**src/rtl/demux4_reg16.sv**
```systemverilog
// 1:4 registered demultiplexer with per-destination one-entry holding slots.
// A full slot back-pressures only transfers steered to it.
module demux4_reg16 #(
    parameter int WIDTH   = 16,
    parameter int STALL_W = 8
) (
    input  logic               clk,
    input  logic               rst_n,
    input  logic               in_valid,
    output logic               in_ready,
    input  logic [1:0]         in_sel,
    input  logic [WIDTH-1:0]   in_data,
    output logic [3:0]         out_valid,
    input  logic [3:0]         out_ready,
    output logic [WIDTH-1:0]   out_data0,
    output logic [WIDTH-1:0]   out_data1,
    output logic [WIDTH-1:0]   out_data2,
    output logic [WIDTH-1:0]   out_data3,
    output logic [STALL_W-1:0] stall_cnt
);

    logic [3:0]       full;
    logic [3:0]       load;
    logic [3:0]       drain;
    logic             accept;
    logic [WIDTH-1:0] hold [4];

    // A full slot may still accept when it drains on the same edge.
    assign in_ready = ~full[in_sel] | out_ready[in_sel];
    assign accept   = in_valid & in_ready;
    assign drain    = full & out_ready;

    always_comb begin
        load = '0;
        if (accept)
            load[in_sel] = 1'b1;
    end

    always_ff @(posedge clk or negedge rst_n) begin
        if (!rst_n)
            full <= '0;
        else
            full <= (full & ~drain) | load;
    end

    always_ff @(posedge clk or negedge rst_n) begin
        if (!rst_n) begin
            for (int k = 0; k < 4; k++)
                hold[k] <= '0;
        end else begin
            for (int k = 0; k < 4; k++)
                if (load[k])
                    hold[k] <= in_data;
        end
    end

    always_ff @(posedge clk or negedge rst_n) begin
        if (!rst_n)
            stall_cnt <= '0;
        else if (in_valid && !in_ready && !(&stall_cnt))
            stall_cnt <= stall_cnt + STALL_W'(1);
    end

    assign out_valid = full;
    assign out_data0 = hold[0];
    assign out_data1 = hold[1];
    assign out_data2 = hold[2];
    assign out_data3 = hold[3];

endmodule
```
**config.mk**
```make
export PLATFORM = sky130hd
export DESIGN_NAME = demux4_reg16
export DESIGN_NICKNAME = d
export VERILOG_FILES = /design/src/rtl/demux4_reg16.sv
export SDC_FILE = /design/constraint.sdc
export NUM_CORES = 1
export LEC_CHECK = 0
export CORE_MARGIN = 2
export CORE_UTILIZATION = 40
export DETAILED_ROUTE_END_ITERATION = 8
export PLACE_DENSITY = 0.75
export SYNTH_ARGS = -nofsm -noshare
export SYNTH_HDL_FRONTEND = slang
export SYNTH_SLANG_ARGS = --single-unit
export TNS_END_PERCENT = 10
```
**constraint.sdc**
```tcl
create_clock -name clk -period 1.85 [get_ports clk]
set_input_delay 0.185 -clock clk [delete_from_list [all_inputs] [get_ports clk]]
set_output_delay 0.185 -clock clk [all_outputs]
set_load 0.05 [all_outputs]
```
======== Word-level counts from Yosys, hierarchy flattened ========
Cells that the tools add are included.
Widths: inputs -> output; s select.
cells by class
  div/mod/pow operators ................... 0
  $mul .................................... 0
  reduce and logical (&&, ||, !) cells .... 6
  mux-type cells .......................... 7
  shift operators ......................... 0
  eq/ne operators ......................... 0
  order comparisons ....................... 2
  add/sub/neg operators ................... 1
  bitwise logic cells ..................... 7
operator list
  operator             count
  $add 8x1->8 const B  1
  $and 4x4->4          2
  $reduce_and 8->1     1
  $bmux 1 s2           2
  $mux 4               1
  $not 4->4            1
  $or 4x4->4           1
  $logic_and 1x1->1    3
  $lt 2x3->1 const B   1
  $mux 1               3
  $demux 1 s2          1
  $ge 2x1->1 const B   1
  $logic_not 1->1      2
  $and 1x1->1          1
  $not 1->1            1
  $or 1x1->1           1
word-level totals
  input bits .............................. 25
  memories kept ........................... 0
  memory bits (writable) .................. 0
  bits in latches ......................... 0
  memory bits (read-only) ................. 0
  register bits ........................... 76

======== Depth between registers and ports, before layout ========
Gate-level depths: netlist of the first run.
  depth after elaboration ................. 7
  depth in mapped cells ................... 6
  gate-level depth less buffers ........... 5

======== Worst setup path before layout of the first run ========
No wires, ideal clock.
  path kind ............................... reg-to-reg
  start ................................... register full[3] (netlist: out_valid[3])
  end ..................................... register stall_cnt[1]
  stages on the path, launching flop included .. 5
  slack ................................... -0.463 ns
  buffers on the path ..................... 0
  clock period less this slack ............ 2.313 ns
  data arrival time ....................... 2.188 ns
  cell sequence ........................... dfrtp_1 nand2b_1 mux4_2 or3b_4 mux2_4
on the way
  longest elaborated chain between the ends .. 7
ends and longest elaborated chain
  item                            RTL line  text
  start: declaration              22        logic [3:0] full;
  start signal: assignment        43        full <= (full & ~drain) | load;
  $bmux 1 s2                      29        assign in_ready = ~full[in_sel] | out_ready[in_sel];
  $mux 1 (implied by the code)    29
  $not 1->1                       29
  $or 1x1->1                      29
  via in_ready                    10        output logic in_ready,
  $logic_not 1->1                 60        else if (in_valid && !in_ready && !(&stall_cnt))
  $logic_and 1x1->1 (2 in a row)  60
  end signal: assignment          61        stall_cnt <= stall_cnt + STALL_W'(1);
  end: declaration                19        output logic [STALL_W-1:0] stall_cnt
The timed path passes the listed nets, and every way through them passes these cells. The select of a mux whose other input is x is not followed.
A chain may end at the register's enable or synchronous reset.

======== Final worst setup path of the first run ========
  start ................................... register full[3] (netlist: out_valid[3])
  end ..................................... output port in_ready
on the way
  longest elaborated chain between the ends .. 4
ends and longest elaborated chain
  item                          RTL line
  $bmux 1 s2                    29
  $mux 1 (implied by the code)  29
  $not 1->1                     29
  $or 1x1->1                    29
  end: declaration              10
Every way passes these cells. The select of a mux whose other input is x is not followed.

==> results.ini, run 1 <==
[run_status]
status=complete, no violations

[sta]
setup_slack_ns=0.0397
holdWs_ns=0.385
max_freq_mhz=552
min_period_ns=1.81
worstMarginPinSlew_ns=0.529
setup_viol=0
period_share_pct=97.9
slew_headroom_pct=64.6
hold_viol=0
slew_violations=0
finalClockSkew_ns=0.00737

[die]
die_y_um=90.0
rows=31
core_mm2=0.00721
initial_core_util_pct=41.0
io_pins=102
die_area_mm2=0.00810
dieWidth_um=90.0

[drt]
routed_wl_um=6720
wire_per_inst_um=16.1
postRouteAntennaNets=0
drt-pass1-iter-count=4
vias=2013
vias_per_cell=4.82
drt_iter0_drc=33
drc=0

[clocking]
cts_made_buffers=9
clock_sinks=76
cts.path.max_buffers=2
ctsRootBufferMaster=clkbuf_8
cts_tree=done
clk_latency_ns=0.34
htreeDepth=3
clkSlewWorstSetupHoldPaths_ns=0.07

[worst_setup_path]
slowest_stage=mux4_2
worstPathCellList=nand2b_1 -> mux4_2 -> buf_4 -> buf_6
critPathRequiredTime_ns=1.66
path_buf_inv=2
cp_top_family=multiplexers
critPathArrivalTime_ns=1.63
worstPathMaxFanout=4
max_stage_delay_ns=0.52
start_kind=flop
endpoint_kind=output pin
critical_path_class=reg -> out

[yosys]
async_flop_share_pct=100
synthTopCellsByArea=dfrtp_1, mux2_2, mux2_1
ys_seq_area_share_pct=64.3
synth_common_cells=dfrtp_1, mux2_2, mux2_1, nand2_1
syn_area_per_cell_um2=15.7
yosys_warnings=0
synth_top_cell_by_area=dfrtp_1
synth_area_mm2=0.00296
synth_nets=215
synth_edf_count=0
synth_top_area_share_pct=64.3
synth-seq-cells=76
ys.flop_type=dfrtp_1
synth_most_common_cell=dfrtp_1
syn_inst=189
synth_cell_types=26

[global_route]
grt_pass1_wl_um=10900
groute.usage.overall_pct=17.1
grt_pass1_vias=2149
antenna_found_initial=0
grt_max_degree=77
grt_remaining_overflow=0

[cells_and_area]
fin_util_pct=62.0
ff_latch_area_mm2=0.00191
fin_nets=341
multiInputGateArea_mm2=0.00105
nFillCells=585
synthToLayoutAreaGrowth_pct=51.1
num_antenna_cells=0
fin_cells=418
drive_gt1_share_pct=33.2

[place]
placed_cells_incl_taps=401
io_buffer_count=101
gp_congestion=0.814
place_ws_ns=-0.252
dp_hpwl_um=4680

[power]
switching_share_pct=39.3
p_int_w=0.00365
p_seq_share_pct=36.7
power_density_mw_per_mm2=1340
combPwrFrac_pct=41.2
p_leak_nw=1.93
p_clk_share_pct=22.1
power_switching_w=0.00236
ir_worst_vdd_mv=0.953

[job]
maxCapViolations=0

[hold_path]
min_path_type=in -> async

==> metal layers <==
metal	wire, µm	GRT usage [%]	vias to the layer above	part of all wire (%)
li1	-	-	926	-
met1	2890	20.6	1008	43
met2	3270	28.2	68	49
met3	453	5.62	11	6.7
met4	109	7.31	0	1.6
met5	0	0	-	0
==> layout make-up <==
cell class / instances / share of cell area, %
tap: 99 / 2.77
clock buffer: 10 / 2.85
timing repair buffer: 122 / 26.5
clock inverter: 5 / 1.73
inverter: 1 / 0.0839
sequential: 76 / 42.6
multi-input combinational: 105 / 23.4
==> worst paths after layout <==
check                               from             to  slack [ns]  cells past startpoint
max                         out_valid[3]       in_ready        0.04                      4
max in group asynchronous          rst_n   out_valid[3]        1.10                      3
max reg2reg                 out_valid[3]   stall_cnt[1]        0.07                      4
min in group clk            out_ready[0]   out_valid[0]        0.48                      3
min                                rst_n   stall_cnt[7]        0.38                      3
min reg2reg                out_data3[11]  out_data3[11]        0.49                      1
==> power groups by stage <==
stage | clock [W] | combinational (W) | sequential [W]
after global placement | 0 | 0.00246 | 0.00222
after floorplan | 0 | 0.000371 | 0.00342
after CTS | 0.00136 | 0.00250 | 0.00221
final | 0.00133 | 0.00248 | 0.00221
after global routing | 0.00143 | 0.00257 | 0.00225
after detailed placement | 0 | 0.00248 | 0.00224
==> registers in the layout (all words and copies together), names as in the netlist <==
signal,flops
out_data0,16
out_data1,16
out_data2,16
out_data3,16
out_valid,4
stall_cnt,8
==> tightest hold or removal path: cells and delay by family <==
family | cells | cell delay (ns)
buf+inv | 3 | 0.96
==> stage by stage <==
stage	area (µm²)	setup TNS, ns	power [W]
after floorplan	2960	-0.690	0.00379
after global placement	4220	-1.52	0.00468
after detailed placement	4220	-1.79	0.00473
after CTS	4450	0	0.00607
after global routing	4470	-0.00144	0.00625
final	4470	0	0.00601
==> layout by cell type (no fill, tap or decap), types with 2 or more instances in the layout <==
cell type,synthesis,routed
clkdlybuf4s50_1,0,97
dfrtp_1,76,72
mux2_2,58,58
buf_4,0,20
clkbuf_8,0,9
nand2_1,7,7
mux2_1,7,7
xor2_1,5,5
nand4_1,4,4
dfrtp_2,0,4
nand2b_1,5,3
nor3_1,4,3
nand2b_4,0,2
clkinv_2,0,2
bufinv_16,0,2
==> cell families (layout without fill, tap and decap cells) <==
family	count (synthesis)	after routing	share of synthesized area (%)
compound gates	1	1	0.169
xor+xnor	6	6	1.78
mux	67	67	26.0
flops	76	76	64.3
simple gates	30	30	5.96
buf+inv	8	138	1.40
fa+ha+maj	1	1	0.423
==> repair_timing <==
item,in CTS,in global routing
resized for setup,3,4
endpoints found under the hold margin,76,0
setup endpoints to repair,2,5
setup buffers,2,0
hold buffers,1,0
cloned,0,0
Power figures use the tool's default switching activity.
==> run 2, diff against run 1 <==
- MAX_ROUTING_LAYER: unset -> met4
==> results.ini, run 2 (synthesis gave the netlist of run 1 again) <==
[worst_setup_path]
slowest_stage=mux4_2  ; unchanged
path_buf_inv=2  ; unchanged
max_stage_delay_ns=0.52  ; about the same
endpoint_kind=output pin  ; unchanged
critPathArrivalTime_ns=1.62  ; was 1.63 ns
critical_path_class=reg -> out  ; unchanged
worstPathMaxFanout=4  ; unchanged
worstPathCellList=nand2b_1 -> mux4_2 -> buf_4 -> buf_6  ; unchanged
start_kind=flop  ; unchanged
cp_top_family=multiplexers  ; unchanged
critPathRequiredTime_ns=1.66  ; about the same

[global_route]
antenna_found_initial=0  ; unchanged
grt_pass1_vias=2147  ; was 2149
grt_remaining_overflow=0  ; unchanged
grt_pass1_wl_um=10900  ; about the same
groute.usage.overall_pct=17.7  ; was 17.1%
grt_max_degree=77  ; unchanged

[drt]
drt_iter0_drc=43  ; was 33
drc=0  ; unchanged
vias=2021  ; was 2013
postRouteAntennaNets=0  ; unchanged
routed_wl_um=6770  ; was 6720 µm
vias_per_cell=4.83  ; was 4.82
drt-pass1-iter-count=4  ; unchanged
wire_per_inst_um=16.2  ; was 16.1 µm

[die]
die_area_mm2=0.00810  ; unchanged
io_pins=102  ; unchanged
die_y_um=90.0  ; unchanged
dieWidth_um=90.0  ; unchanged
rows=31  ; unchanged
core_mm2=0.00721  ; unchanged
initial_core_util_pct=41.0  ; unchanged

[sta]
hold_viol=0  ; unchanged
period_share_pct=97.6  ; was 97.9%
setup_viol=0  ; unchanged
slew_violations=0  ; unchanged
finalClockSkew_ns=0.00520  ; was 0.00737 ns
min_period_ns=1.81  ; about the same
max_freq_mhz=554  ; was 552 MHz
slew_headroom_pct=64.8  ; was 64.6%
worstMarginPinSlew_ns=0.527  ; was 0.529 ns

[cells_and_area]
drive_gt1_share_pct=33.2  ; unchanged
fin_nets=341  ; unchanged
final_common_cell=clkdlybuf4s50_1  ; unchanged
layout_common_cells=clkdlybuf4s50_1, dfrtp_1, mux2_2, buf_4, clkbuf_8  ; unchanged
num_antenna_cells=0  ; unchanged
fin_util_pct=62.0  ; unchanged
nFillCells=585  ; unchanged
synthToLayoutAreaGrowth_pct=51.1  ; unchanged

[power]
p_leak_nw=1.93  ; unchanged
ir_worst_vdd_mv=0.953  ; about the same
post-layout-total-power_w=0.00601  ; about the same
power_density_mw_per_mm2=1340  ; about the same

[clocking]
cts.path.max_buffers=2  ; unchanged
clk_latency_ns=0.34  ; about the same
htreeDepth=3  ; unchanged
clock_sinks=76  ; unchanged
cts_tree=done  ; unchanged
clkSlewWorstSetupHoldPaths_ns=0.07  ; about the same
ctsRootBufferMaster=clkbuf_8  ; unchanged
cts_made_buffers=9  ; unchanged

[run_status]
status=complete, no violations  ; unchanged

[place]
dp_hpwl_um=4680  ; unchanged
io_buffer_count=101  ; unchanged
gp_congestion=0.826  ; was 0.814

[job]
maxCapViolations=0  ; unchanged

[hold_path]
min_path_type=in -> async  ; unchanged

-- run 2: final timing paths --
path | slack (ns) | cells past startpoint | end | startpoint
max | 0.04 | 4 | in_ready | out_valid[3]
min | 0.41 | 3 | stall_cnt[7] | rst_n
max reg2reg | 0.07 | 4 | stall_cnt[1] | out_valid[3]
min reg2reg | 0.48 | 1 | out_data3[11] | out_data3[11]
max in group asynchronous | 1.12 | 3 | out_valid[2] | rst_n
min in group clk | 0.48 | 1 | out_data3[11] | out_data3[11]
-- run 2: cell type report --
| class | instances | area, µm² | share of cell area, % |
|---|---|---|---|
| Clock inverter | 5 | 77.6 | 1.73 |
| Multi-Input combinational cell | 105 | 1050 | 23.4 |
| Tap cell | 99 | 124 | 2.77 |
| Clock buffer | 10 | 128 | 2.85 |
| Inverter | 1 | 3.75 | 0.0839 |
| Timing Repair Buffer | 122 | 1180 | 26.5 |
| Sequential cell | 76 | 1910 | 42.6 |
-- run 2: through the flow --
stage	hold WS [ns]	instance area [µm²]	setup slack, ns	TNS, ns	cells
3_3_place_gp	0.232	4220	-0.228	-1.52	401
6_report	0.405	4470	0.0445	0	418
3_5_place_dp	0.234	4220	-0.252	-1.79	401
5_1_grt	0.446	4470	-0.00407	-0.00407	418
2_1_floorplan	-0.111	2960	-0.305	-0.690	189
4_1_cts	0.421	4450	0.00793	0	418
-- run 2: timing repair --
item,CTS,global route
setup buffers,2,0
endpoints found under the hold margin,76,0
resized for setup,3,4
cloned,0,0
hold buffers,1,0
endpoints found under the setup margin,2,5
-- run 2: worst register-to-register path: stages, from the launching register on --
cell	delay (ns)
dfrtp_2	0.36
nand2b_1	0.07
mux4_2	0.52
or3b_4	0.41
mux2_4	0.30
-- run 2: layer usage --
layer | vias to the layer above | GRT usage, % | routed length, µm
met1 | 1015 | 21.5 | 3010
li1 | 927 | - | -
met3 | 8 | 4.86 | 370
met4 | 0 | 7.31 | 70
met2 | 71 | 28.1 | 3330
met5 | - | - | 0
-- run 2: where the power goes --
part           internal, W  switching [W]  leakage, nW  total (W)
Clock             0.000748       0.000575        0.102    0.00132
Combinational     0.000903        0.00158        0.913    0.00248
Sequential         0.00200       0.000209        0.912    0.00221
==> run 3, diff against run 2 <==
- SKIP_LAST_GASP: unset -> 1
==> results.ini, run 3 (synthesis gave the netlist of run 1 again) <==
[run_status]
status=complete, no violations  ; unchanged

[sta]
holdWs_ns=0.403  ; was 0.405 ns
tns_ns=0  ; unchanged
min_period_ns=1.83  ; was 1.81 ns
rsz0062_at_grt=true
finalClockSkew_ns=0.00570  ; was 0.00520 ns
slew_headroom_pct=64.8  ; unchanged
period_share_pct=98.8  ; was 97.6%
hold_viol=0  ; unchanged
worstMarginPinSlew_ns=0.527  ; unchanged
slew_violations=0  ; unchanged
setup_viol=0  ; unchanged
max_freq_mhz=547  ; was 554 MHz

[worst_setup_path]
cp_num_cells=1  ; was 4
worstPathCellList=clkdlybuf4s50_1  ; was nand2b_1 -> mux4_2 -> buf_4 -> buf_6
path_buf_inv=1  ; was 2
max_stage_delay_ns=0.84  ; was 0.52 ns
start_kind=flop  ; unchanged
slowest_stage=clkdlybuf4s50_1  ; was mux4_2
critical_path_class=reg -> out  ; unchanged
cp_top_family=buffers and inverters  ; was multiplexers
critPathRequiredTime_ns=1.66  ; about the same
worstPathMaxFanout=6  ; was 4
endpoint_kind=output pin  ; unchanged
worstRegToRegCells=5  ; was 4
critPathArrivalTime_ns=1.64  ; was 1.62 ns
reg2reg_slack_ns=0.04  ; was 0.07 ns

[drt]
drt_iter0_drc=54  ; was 43
wire_per_inst_um=16.1  ; was 16.2 µm
vias=2007  ; was 2021
routed_wl_um=6720  ; was 6770 µm
drc=0  ; unchanged
drt-pass1-iter-count=4  ; unchanged
vias_per_cell=4.80  ; was 4.83
postRouteAntennaNets=0  ; unchanged

[clocking]
htreeDepth=3  ; unchanged
cts.path.max_buffers=2  ; unchanged
ctsRootBufferMaster=clkbuf_8  ; unchanged
clkSlewWorstSetupHoldPaths_ns=0.07  ; about the same
clk_latency_ns=0.34  ; about the same
cts_tree=done  ; unchanged
clock_sinks=76  ; unchanged
cts_made_buffers=9  ; unchanged

[cells_and_area]
layout_common_cells=clkdlybuf4s50_1, dfrtp_1, mux2_2, buf_4, clkbuf_8  ; unchanged
final_common_cell=clkdlybuf4s50_1  ; unchanged
fin_nets=341  ; unchanged
drive_gt1_share_pct=32.6  ; was 33.2%
synthToLayoutAreaGrowth_pct=50.7  ; was 51.1%
fin_cells=418  ; unchanged
fin_util_pct=61.8  ; was 62.0%
final_area_mm2=0.00446  ; was 0.00447 mm²
num_antenna_cells=0  ; unchanged

[power]
p_leak_nw=1.90  ; was 1.93 nW
power_density_mw_per_mm2=1350  ; was 1340 mW/mm²
ir_worst_vdd_mv=0.953  ; about the same

[place]
placed_cells_incl_taps=401  ; unchanged
gp_congestion=0.826  ; unchanged
io_buffer_count=101  ; unchanged
dp_hpwl_um=4680  ; unchanged
postPlaceCellArea_mm2=0.00422  ; unchanged

[global_route]
antenna_found_initial=0  ; unchanged
grt_remaining_overflow=0  ; unchanged
grt_max_degree=77  ; unchanged
groute.usage.overall_pct=17.7  ; unchanged
grt_pass1_wl_um=10900  ; unchanged
grt_pass1_vias=2147  ; unchanged

[die]
rows=31  ; unchanged
die_area_mm2=0.00810  ; unchanged
dieWidth_um=90.0  ; unchanged
core_mm2=0.00721  ; unchanged
initial_core_util_pct=41.0  ; unchanged
die_y_um=90.0  ; unchanged
io_pins=102  ; unchanged

[hold_path]
min_path_type=in -> async  ; unchanged

[job]
maxCapViolations=0  ; unchanged

-- run 3: cell types whose count changed in the layout (fill, tap and decap cells not counted) --
| cell | delta |
|---|---|
| nor3_2 | -1 |
| nand2b_1 | +1 |
| dlygate4sd2_1 | -1 |
| nand2b_4 | -1 |
| clkdlybuf4s50_1 | +2 |
| nor3_1 | +1 |
| dlymetal6s2s_1 | -1 |
-- run 3: layer usage --
| metal | share of wire (%) | GRT usage (%) |
|---|---|---|
| met1 | 45 | 21.5 |
| met2 | 49 | 28.1 |
| met3 | 5.3 | 4.86 |
| met4 | 0.98 | 7.31 |
| met5 | 0 | - |
-- run 3: final cells by class --
cell class | instances | area [µm²]
fillers | 593 | 2760
clock inverters | 5 | 77.6
repair buffers | 122 | 1180
clock buffers | 10 | 128
flip-flops and latches | 76 | 1910
inverters | 1 | 3.75
well taps | 99 | 124
multi-input cells | 105 | 1040
-- run 3: repair_timing --
action | 4_1_cts | 5_1_grt
gates resized for setup | 2 | 1
setup buffers | 2 | 0
pin swaps | 0 | 0
hold endpoints to repair | 76 | 0
endpoints found under the setup margin | 2 | 6
hold buffers | 1 | 0
-- run 3: worst reg2reg max path: stages (launching register included) --
cell,delay (ns)
dfrtp_2,0.36
nand2b_1,0.10
mux4_2,0.51
buf_4,0.17
nor3_1,0.21
mux2_1,0.34
-- run 3: path summary, 6_finish.rpt --
path                                  to           from
max                         stall_cnt[2]   stall_cnt[2]
min                         stall_cnt[7]          rst_n
max reg2reg                 stall_cnt[6]   out_valid[2]
min reg2reg                out_data3[11]  out_data3[11]
max in group asynchronous   out_valid[2]          rst_n
min in group clk           out_data3[11]  out_data3[11]
-- run 3: power breakdown --
group	internal, W	total, W	switching, W
sequential	0.00200	0.00221	0.000207
combinational	0.000905	0.00248	0.00157
clock	0.000748	0.00132	0.000573
-- run 3: per-stage QoR --
stage                     worst slack (ns)  power, W
after CTS                         -0.00341   0.00607
after global routing               -0.0477   0.00625
final                               0.0228   0.00600
after detailed placement            -0.252   0.00473
after global placement              -0.228   0.00468
after floorplan                     -0.305   0.00379
